**config.mk**
```make
export PLATFORM = sky130hd
export DESIGN_NAME = multicycle_ctrl
export DESIGN_NICKNAME = d
export VERILOG_FILES = /design/src/rtl/multicycle_ctrl.sv
export SDC_FILE = /design/constraint.sdc
export NUM_CORES = 1
export LEC_CHECK = 0
export ABC_AREA = 0
export CORE_MARGIN = 2
export CORE_UTILIZATION = 44
export CTS_BUF_LIST = sky130_fd_sc_hd__clkbuf_16
export CTS_CLUSTER_SIZE = 25
export DETAILED_ROUTE_END_ITERATION = 12
export HOLD_SLACK_MARGIN = 0.15
export PLACE_DENSITY = 0.79
export SYNTH_ARGS = -nofsm -noshare
export SYNTH_HDL_FRONTEND = slang
export SYNTH_SLANG_ARGS = --single-unit
```
**constraint.sdc**
```tcl
create_clock -name clk -period 3.26 [get_ports clk]
set_input_delay 0.978 -clock clk [delete_from_list [all_inputs] [get_ports clk]]
set_output_delay 0.978 -clock clk [all_outputs]
set_load 0.005 [all_outputs]
```
**src/rtl/multicycle_ctrl.sv**
```systemverilog
// Multicycle control FSM: sequences fetch, decode, execute, memory
// and writeback for a small MIPS-style subset and counts retirements.
module multicycle_ctrl (
  input  logic       clk,
  input  logic       rst,
  input  logic [5:0] opcode,
  input  logic       mem_ready,
  output logic       pc_write,
  output logic       pc_write_cond,
  output logic       i_or_d,
  output logic       mem_read,
  output logic       mem_write,
  output logic       ir_write,
  output logic       mem_to_reg,
  output logic       reg_dst,
  output logic       reg_write,
  output logic       alu_src_a,
  output logic [1:0] alu_src_b,
  output logic [1:0] alu_ct_op,
  output logic [1:0] pc_source,
  output logic [3:0] state,
  output logic       illegal,
  output logic [15:0] retired
);

  typedef enum logic [3:0] {
    FETCH  = 4'd0,
    DECODE = 4'd1,
    MEMADR = 4'd2,
    MEMRD  = 4'd3,
    MEMWB  = 4'd4,
    MEMWR  = 4'd5,
    REXEC  = 4'd6,
    RWB    = 4'd7,
    BRANCH = 4'd8,
    JUMP   = 4'd9,
    IEXEC  = 4'd10,
    IWB    = 4'd11
  } state_t;

  localparam logic [5:0] OP_R     = 6'b000000;
  localparam logic [5:0] OP_LW    = 6'b100011;
  localparam logic [5:0] OP_SW    = 6'b101011;
  localparam logic [5:0] OP_BEQ   = 6'b000100;
  localparam logic [5:0] OP_J     = 6'b000010;
  localparam logic [5:0] OP_ADDIU = 6'b001001;

  state_t st;
  logic   is_lw, is_sw, is_r, is_beq, is_j, is_addiu;
  logic   legal, retire;

  assign state    = st;
  assign is_lw    = (opcode == OP_LW);
  assign is_sw    = (opcode == OP_SW);
  assign is_r     = (opcode == OP_R);
  assign is_beq   = (opcode == OP_BEQ);
  assign is_j     = (opcode == OP_J);
  assign is_addiu = (opcode == OP_ADDIU);
  assign legal    = is_lw | is_sw | is_r | is_beq | is_j | is_addiu;

  assign retire = (st == MEMWB) | (st == RWB) | (st == BRANCH) |
                  (st == JUMP) | (st == IWB) |
                  ((st == MEMWR) & mem_ready);

  always_ff @(posedge clk) begin
    if (!rst) begin
      st      <= FETCH;
      retired <= '0;
    end else begin
      // Written every cycle so the counter always reflects its own value.
      retired <= retired + {15'd0, retire};
      case (st)
        FETCH:  if (mem_ready) st <= DECODE;
        DECODE: begin
          unique case (1'b1)
            is_lw, is_sw: st <= MEMADR;
            is_r:         st <= REXEC;
            is_beq:       st <= BRANCH;
            is_j:         st <= JUMP;
            is_addiu:     st <= IEXEC;
            default:      st <= FETCH;
          endcase
        end
        MEMADR: st <= is_lw ? MEMRD : MEMWR;
        MEMRD:  if (mem_ready) st <= MEMWB;
        MEMWR:  if (mem_ready) st <= FETCH;
        REXEC:  st <= RWB;
        IEXEC:  st <= IWB;
        MEMWB, RWB, BRANCH, JUMP, IWB: st <= FETCH;
        default: st <= FETCH;
      endcase
    end
  end

  always_comb begin
    pc_write      = 1'b0;
    pc_write_cond = 1'b0;
    i_or_d        = 1'b0;
    mem_read      = 1'b0;
    mem_write     = 1'b0;
    ir_write      = 1'b0;
    mem_to_reg    = 1'b0;
    reg_dst       = 1'b0;
    reg_write     = 1'b0;
    alu_src_a     = 1'b0;
    alu_src_b     = 2'b00;
    alu_ct_op     = 2'b00;
    pc_source     = 2'b00;
    illegal       = 1'b0;
    // Everything stays quiet while reset is held.
    if (rst) begin
      case (st)
        FETCH: begin
          mem_read  = 1'b1;
          alu_src_b = 2'b01;
          ir_write  = mem_ready;
          pc_write  = mem_ready;
        end
        DECODE: begin
          alu_src_b = 2'b11;
          illegal   = ~legal;
        end
        MEMADR, IEXEC: begin
          alu_src_a = 1'b1;
          alu_src_b = 2'b10;
        end
        MEMRD: begin
          mem_read = 1'b1;
          i_or_d   = 1'b1;
        end
        MEMWB: begin
          reg_write  = 1'b1;
          mem_to_reg = 1'b1;
        end
        MEMWR: begin
          mem_write = 1'b1;
          i_or_d    = 1'b1;
        end
        REXEC: begin
          alu_src_a = 1'b1;
          alu_ct_op = 2'b10;
        end
        RWB: begin
          reg_write = 1'b1;
          reg_dst   = 1'b1;
        end
        BRANCH: begin
          alu_src_a     = 1'b1;
          alu_ct_op     = 2'b01;
          pc_write_cond = 1'b1;
          pc_source     = 2'b01;
        end
        JUMP: begin
          pc_write  = 1'b1;
          pc_source = 2'b10;
        end
        IWB: reg_write = 1'b1;
        default: ;
      endcase
    end
  end

endmodule

```
==> results of run 1 <==
## synth_stat cells, types with 2 or more instances
| cell | count |
|---|---|
| buf_4 | 2 |
| nor3b_1 | 2 |
| clkbuf_1 | 4 |
| o31ai_1 | 2 |
| nand2_1 | 10 |
| a21oi_1 | 3 |
| o21ai_0 | 6 |
| and2_1 | 2 |
| dfxtp_1 | 20 |
| inv_1 | 5 |
| mux2i_1 | 2 |
| xnor2_1 | 11 |
| xor2_1 | 4 |
| nor4b_1 | 2 |
| a31oi_1 | 2 |
| nand3_2 | 2 |
| nor2b_1 | 2 |
| nand3_1 | 6 |
| nor2_1 | 32 |
| nand4_1 | 2 |
| nor3_1 | 12 |
| ha_1 | 3 |
| buf_2 | 4 |
| nor4_1 | 6 |
| and3_1 | 2 |
| nand2b_1 | 6 |
## power groups by stage
| stage | combinational [uW] | sequential, uW | clock [uW] |
|---|---|---|---|
| after global placement | 75.7 | 253 | 0 |
| final | 80.3 | 248 | 332 |
| after detailed placement | 78.3 | 253 | 0 |
| after CTS | 77.9 | 248 | 337 |
| after floorplan | 31.2 | 252 | 0 |
| after global routing | 86.6 | 248 | 350 |
## stage by stage
step	hold slack (ns)	util, %	area, sq um	worst slack (ns)	instances
after global routing	0.5209	74.05	2042	-0.002769	260
after floorplan	0.4704	-	1285	0.2521	168
after global placement	0.4645	68.65	1893	-0.4092	256
final	0.4868	74.05	2042	0.07171	260
after detailed placement	0.4865	68.65	1893	-0.4687	256
after CTS	0.4926	73.14	2017	0.01281	260
## timing repair
item,4_1_cts,5_1_grt
resized for setup,18,9
pin swaps,0,0
endpoints found under the setup margin,17,6
hold buffers,0,0
## metal layers
layer | track usage (%) | share of wire [%] | wire length, um | vias to the layer above
met5 | 0 | 0 | 0 | -
met4 | 6.977 | 1.8 | 68 | 0
met3 | 4.911 | 4.9 | 184 | 8
met2 | 42.37 | 53 | 1987 | 56
met1 | 25.58 | 40 | 1523 | 676
li1 | - | - | - | 716
## critical path, cell delays in order
cell             delay [ns]
clkdlybuf4s15_2        0.24
inv_2                  0.08
nor2_2                 0.12
buf_4                  0.13
and3_1                 0.16
clkdlybuf4s50_1        0.51
## logic make-up (layout without fill, tap and decap cells)
family / after synthesis / count (layout) / synth area share, %
AND/OR/NAND/NOR: 89 / 89 / 35.44
AO/OA/AOI/OAI: 23 / 23 / 13.05
flip-flops: 20 / 20 / 31.16
buffers and inverters: 16 / 77 / 5.647
XOR/XNOR: 15 / 15 / 10.22
adder cells (fa/ha/maj): 3 / 3 / 2.921
multiplexers: 2 / 2 / 1.558
## final timing paths
path                             startpoint           to  slack [ns]  depth (start not counted)
worst max-delay path                    rst       i_or_d        0.07                          6
worst min-delay path            retired[15]  retired[15]        0.49                          2
worst max register to register     state[1]  retired[12]        0.72                         11
worst min register to register  retired[15]  retired[15]        0.49                          2
## cells in the final DEF, fill, tap and decap left out, types with 2 or more instances in the layout
cell type	synthesis	routed
a21oi_1	3	3
a31oi_1	2	2
and2_1	2	2
and3_1	2	2
buf_4	2	22
clkbuf_16	0	3
clkdlybuf4s50_1	0	32
dfxtp_1	20	20
dlygate4sd2_1	0	8
dlymetal6s2s_1	0	4
ha_1	3	3
inv_1	5	4
mux2i_1	2	2
nand2_1	10	9
nand2b_1	6	5
nand3_1	6	6
nand3_2	2	2
nand4_1	2	2
nor2_1	32	31
nor2b_1	2	2
nor3_1	12	9
nor3_2	0	3
nor3b_1	2	2
nor4_1	6	6
nor4b_1	2	2
o21ai_0	6	5
o31ai_1	2	2
xnor2_1	11	11
xor2_1	4	4
## final cells by class
| cell class | instances | area [sq um] | share of cell area [%] |
|---|---|---|---|
| clock buffers | 3 | 75.07 | 3.676 |
| clock inverters | 1 | 30.03 | 1.471 |
| inverters | 5 | 18.77 | 0.9191 |
| multi-input cells | 132 | 850.8 | 41.67 |
| flip-flops and latches | 20 | 400.4 | 19.61 |
| well taps | 31 | 38.79 | 1.900 |
| repair buffers | 68 | 628.1 | 30.76 |
## sequential cells by signal, indices dropped and copies added, names as in the netlist
register / flops
state: 4
retired: 16
==> summary.txt, run 1 <==
GRT
  – Grt total ovfl: 0
  – Number of global-route vias before repair: 1370
  – Total GRT Usage: 22.74%
  – Largest net degree at the start of global routing: 18
  – First-pass GRT wire length: 6.023 mm
  – Initial antenna violation count: 0

Setup path
  – WP data arrival: 2.21 ns
  – CP endpoint kind: output pin
  – Crit Path Max Fanout: 4
  – Data required, critical path: 2.28 ns
  – Critical path type: in -> out
  – CP Launch Type: input port

STA
  – Final Skew: 0.004063 ns
  – Tmin final: 3.188 ns
  – Final setup violation count: 0
  – Fin Setup TNS: 0 ns
  – Final hold viol count: 0
  – F_max: 0.3136 GHz
  – Slew @ Worst Pin: 0.4454 ns
  – Final period util: 97.80%
  – Max_slew headroom: 70.03%
  – Pins over their slew limit: 0

Layout
  – N_diodes: 0
  – # fillers: 217
  – Area grow syn2layout: 58.91%
  – Layout cells sized above 1: 19.21%
  – Nets: 242

Synthesis
  – YS warnings: 0
  – Largest area contributor in the netlist: dfxtp_1
  – Synth Register Bits: 20
  – Sequential area share after synthesis: 31.16%
  – Synthesized Nets: 180
  – Mean Syn Cell Area: 7.649 sq um
  – Largest cells by area after synthesis: dfxtp_1 (31%), nor2_1 (9.3%), xnor2_1 (7.5%)
  – Dominant synthesized flop cell: dfxtp_1
  – Post-synthesis cell area: 1285 sq um
  – Post-synth EDFFs: 0
  – Mapped Cells: 168
  – Synth cell types: 40
  – Area share of the largest cell type after synthesis: 31.16%
  – Async SR Flop Fraction: 0%

CTS
  – Setup Buffers After CTS: 0
  – Clk slew on worst S/H paths: 0.05 ns
  – CTS Buf Count: 3
  – Worst-Skew Late Latency: 0.25 ns
  – Clock buffer depth: 2
  – Htree depth: 1
  – CTS root buf: clkbuf_16
  – CTS sink cnt: 20
  – CTS tree: yes

Status
  – Status: complete, no violations

Min path
  – HP Class: reg -> reg

Floorplanning
  – Ports: 46
  – Row count: 19
  – Die height: 58.04 um
  – DIE AREA: 3369 sq um
  – Core area: 2758 sq um
  – Starting Density: 46.60%
  – Die width: 58.04 um

Drt
  – Via density: 5.600
  – Final wirelength: 3.763 mm
  – Initial DRC count: 60
  – Via count: 1456
  – Remaining antenna violation count: 0
  – DRC viols: 0
  – Drt first pass iters: 4
  – Wire per inst: 14.47 um

Power and ir drop
  – Seq pwr share: 37.5%
  – Sw frac: 19.57%
  – Comb pwr share: 12.2%
  – Leak: 0.0008665 uW
  – Int Pwr: 531.3 uW
  – Max VDD drop: 473.1 uV
  – Pwr per Cell Area: 323.5 nW/um^2
  – Total power: 660.6 uW
  – Clock share of power: 50.3%
  – Net Switching: 129.3 uW

Placed design
  – Gp weighted congestion: 0.8361
  – I/O Buffers: 45
  – Hpwl dp: 2.782 mm

Flow run
  – Total of max-cap violations: 0
No activity file was read; power rests on OpenSTA's default activity.
==> run 2, diff against run 1 <==
Settings changed: CORE_UTILIZATION 44 to 62, CTS_CLUSTER_SIZE 25 to 24, DONT_BUFFER_PORTS set to 1, PLACE_DENSITY 0.79 to 0.78.
==> summary.txt, run 2 (synthesized netlist as in run 1, its figures left out) <==
Layout
  – Most frequent cells in the layout: nor2_1 (32), dfxtp_1 (20), nor3_1 (12), xnor2_1 (11), nand2_1 (10) (was clkdlybuf4s50_1 (32), nor2_1 (31), buf_4 (22), dfxtp_1 (20), xnor2_1 (11))
  – N_diodes: 0 (unchanged)
  – Max FFs per register: 16 (unchanged)
  – Area grow syn2layout: 6.914% (was 58.91%)
  – Register area: 400.4 sq um (unchanged)
  – Multi-input logic area: 812.0 sq um (was 850.8 sq um)
  – Most flops, register: retired (unchanged)
  – # fillers: 169 (was 217)
  – Commonest non-fill, non-tap cell in the layout: nor2_1 (was clkdlybuf4s50_1)
  – Nets: 178 (was 242)
  – Layout Cells excl Fill: 192 (was 260)
  – Layout cells sized above 1: 8.485% (was 19.21%)

Floorplanning
  – Die width: 49.53 um (was 58.04 um)
  – DIE AREA: 2453 sq um (was 3369 sq um)
  – Die height: 49.53 um (was 58.04 um)
  – Row count: 16 (was 19)
  – Starting Density: 65.50% (was 46.60%)
  – Ports: 46 (unchanged)
  – Core area: 1962 sq um (was 2758 sq um)

Placed design
  – Gp weighted congestion: 0.7793 (was 0.8361)
  – I/O Buffers: 0 (was 45)
  – Post-Place Cells: 188 (was 256)
  – Hpwl dp: 1.962 mm (was 2.782 mm)

GRT
  – Grt total ovfl: 0 (unchanged)
  – Largest net degree at the start of global routing: 19 (was 18)
  – Met2 Use GR: 39.56% (was 42.37%)
  – Initial antenna violation count: 0 (unchanged)
  – Grt met1 use: 26.29% (was 25.58%)
  – Met3 Usage GRT: 3.939% (was 4.911%)
  – Total GRT Usage: 23.03% (was 22.74%)
  – First-pass GRT wire length: 4.491 mm (was 6.023 mm)
  – Number of global-route vias before repair: 1060 (was 1370)
  – Gr busiest metal: met2 (unchanged)

Power and ir drop
  – Int Pwr: 422.3 uW (was 531.3 uW)
  – Leak: 0.0004990 uW (was 0.0008665 uW)
  – Seq pwr share: 46.4% (was 37.5%)
  – Net Switching: 108.1 uW (was 129.3 uW)
  – Clock share of power: 47.2% (was 50.3%)
  – Pwr per Cell Area: 386.1 nW/um^2 (was 323.5 nW/um^2)
  – Max VDD drop: 244.0 uV (was 473.1 uV)
  – Comb pwr share: 6.3% (was 12.2%)
  – Sw frac: 20.39% (was 19.57%)

CTS
  – Clock buffer depth: 2 (unchanged)
  – CTS Hold Bufs: 0 (unchanged)
  – CTS tree: yes (unchanged)
  – CTS sink cnt: 20 (unchanged)
  – # resized after CTS: 0 (was 18)
  – Htree depth: 1 (unchanged)
  – Setup Buffers After CTS: 0 (unchanged)
  – CTS Buf Count: 3 (unchanged)
  – Worst-Skew Late Latency: 0.25 ns (about the same)
  – CTS root buf: clkbuf_16 (unchanged)
  – Clk slew on worst S/H paths: 0.05 ns (about the same)

STA
  – Final period util: 83.89% (was 97.80%)
  – Slew @ Worst Pin: 0.5135 ns (was 0.4454 ns)
  – F_max: 0.3656 GHz (was 0.3136 GHz)
  – RSZ-0062 raised after global routing: no
  – Final hold viol count: 0 (unchanged)
  – Final setup violation count: 0 (unchanged)
  – Final Skew: 0.001801 ns (was 0.004063 ns)
  – Fin Setup TNS: 0 ns (unchanged)
  – Pins over their slew limit: 0 (unchanged)
  – Max_slew headroom: 64.88% (was 70.03%)
  – Final Hold Slack: 0.5016 ns (was 0.4868 ns)
  – Tmin final: 2.735 ns (was 3.188 ns)

Flow run
  – Total of max-cap violations: 0 (unchanged)

Drt
  – Remaining antenna violation count: 0 (unchanged)
  – Via density: 6.161 (was 5.600)
  – Wire per inst: 13.63 um (was 14.47 um)
  – Via count: 1183 (was 1456)
  – DRC viols: 0 (unchanged)
  – Drt first pass iters: 4 (unchanged)
  – Final wirelength: 2.616 mm (was 3.763 mm)
  – Initial DRC count: 16 (was 60)

Setup path
  – Critical path type: in -> out (unchanged)
  – WP data arrival: 1.76 ns (was 2.21 ns)
  – CP endpoint kind: output pin (unchanged)
  – Data required, critical path: 2.28 ns (about the same)
  – Crit Path Max Fanout: 10 (was 4)
  – CP Launch Type: input port (unchanged)

Status
  – Status: complete, no violations (unchanged)

Min path
  – HP Class: reg -> reg (unchanged)
run 2: cell type report:
| class | instances | area share, % |
|---|---|---|
| Clock buffer | 3 | 5.464 |
| Timing Repair Buffer | 4 | 2.186 |
| Tap cell | 27 | 2.459 |
| Inverter | 5 | 1.366 |
| Sequential cell | 20 | 29.14 |
| Clock inverter | 1 | 0.2732 |
| Multi-Input combinational cell | 132 | 59.11 |
run 2: power by group through the flow:
stage	sequential, uW	clock, uW	combinational [uW]
final	246	251	33.6
after global routing	246	261	37.8
after CTS	246	254	33.5
after detailed placement	252	0	33.5
after global placement	252	0	33.0
after floorplan	252	0	31.2
run 2: path summary, 6_finish.rpt:
check	start	to	slack, ns	cells after the start
max	rst	pc_source[0]	0.53	3
min	retired[15]	retired[15]	0.50	2
max reg2reg	state[1]	retired[11]	1.14	9
min reg2reg	retired[15]	retired[15]	0.50	2
run 2: worst max-delay path: stages:
cell	delay, ns
nand2b_1	0.14
or2_2	0.34
nor3_1	0.29
run 2: per-layer routing:
metal	wire length [um]	share of wire (%)
met3	155	5.9
met1	1082	41
met4	59	2.3
met5	0	0
met2	1319	50
run 2: stage by stage:
step           utilization, %  area (sq um)  total power, uW  setup WS, ns
3_3_place_gp            66.01          1295            284.5        0.5307
3_5_place_dp            66.01          1295            285.0        0.5157
5_1_grt                 70.03          1374            545.5        0.4267
6_report                70.03          1374            530.4        0.5251
2_1_floorplan               -          1285            283.0        0.2521
4_1_cts                 70.03          1374            534.2        0.5145
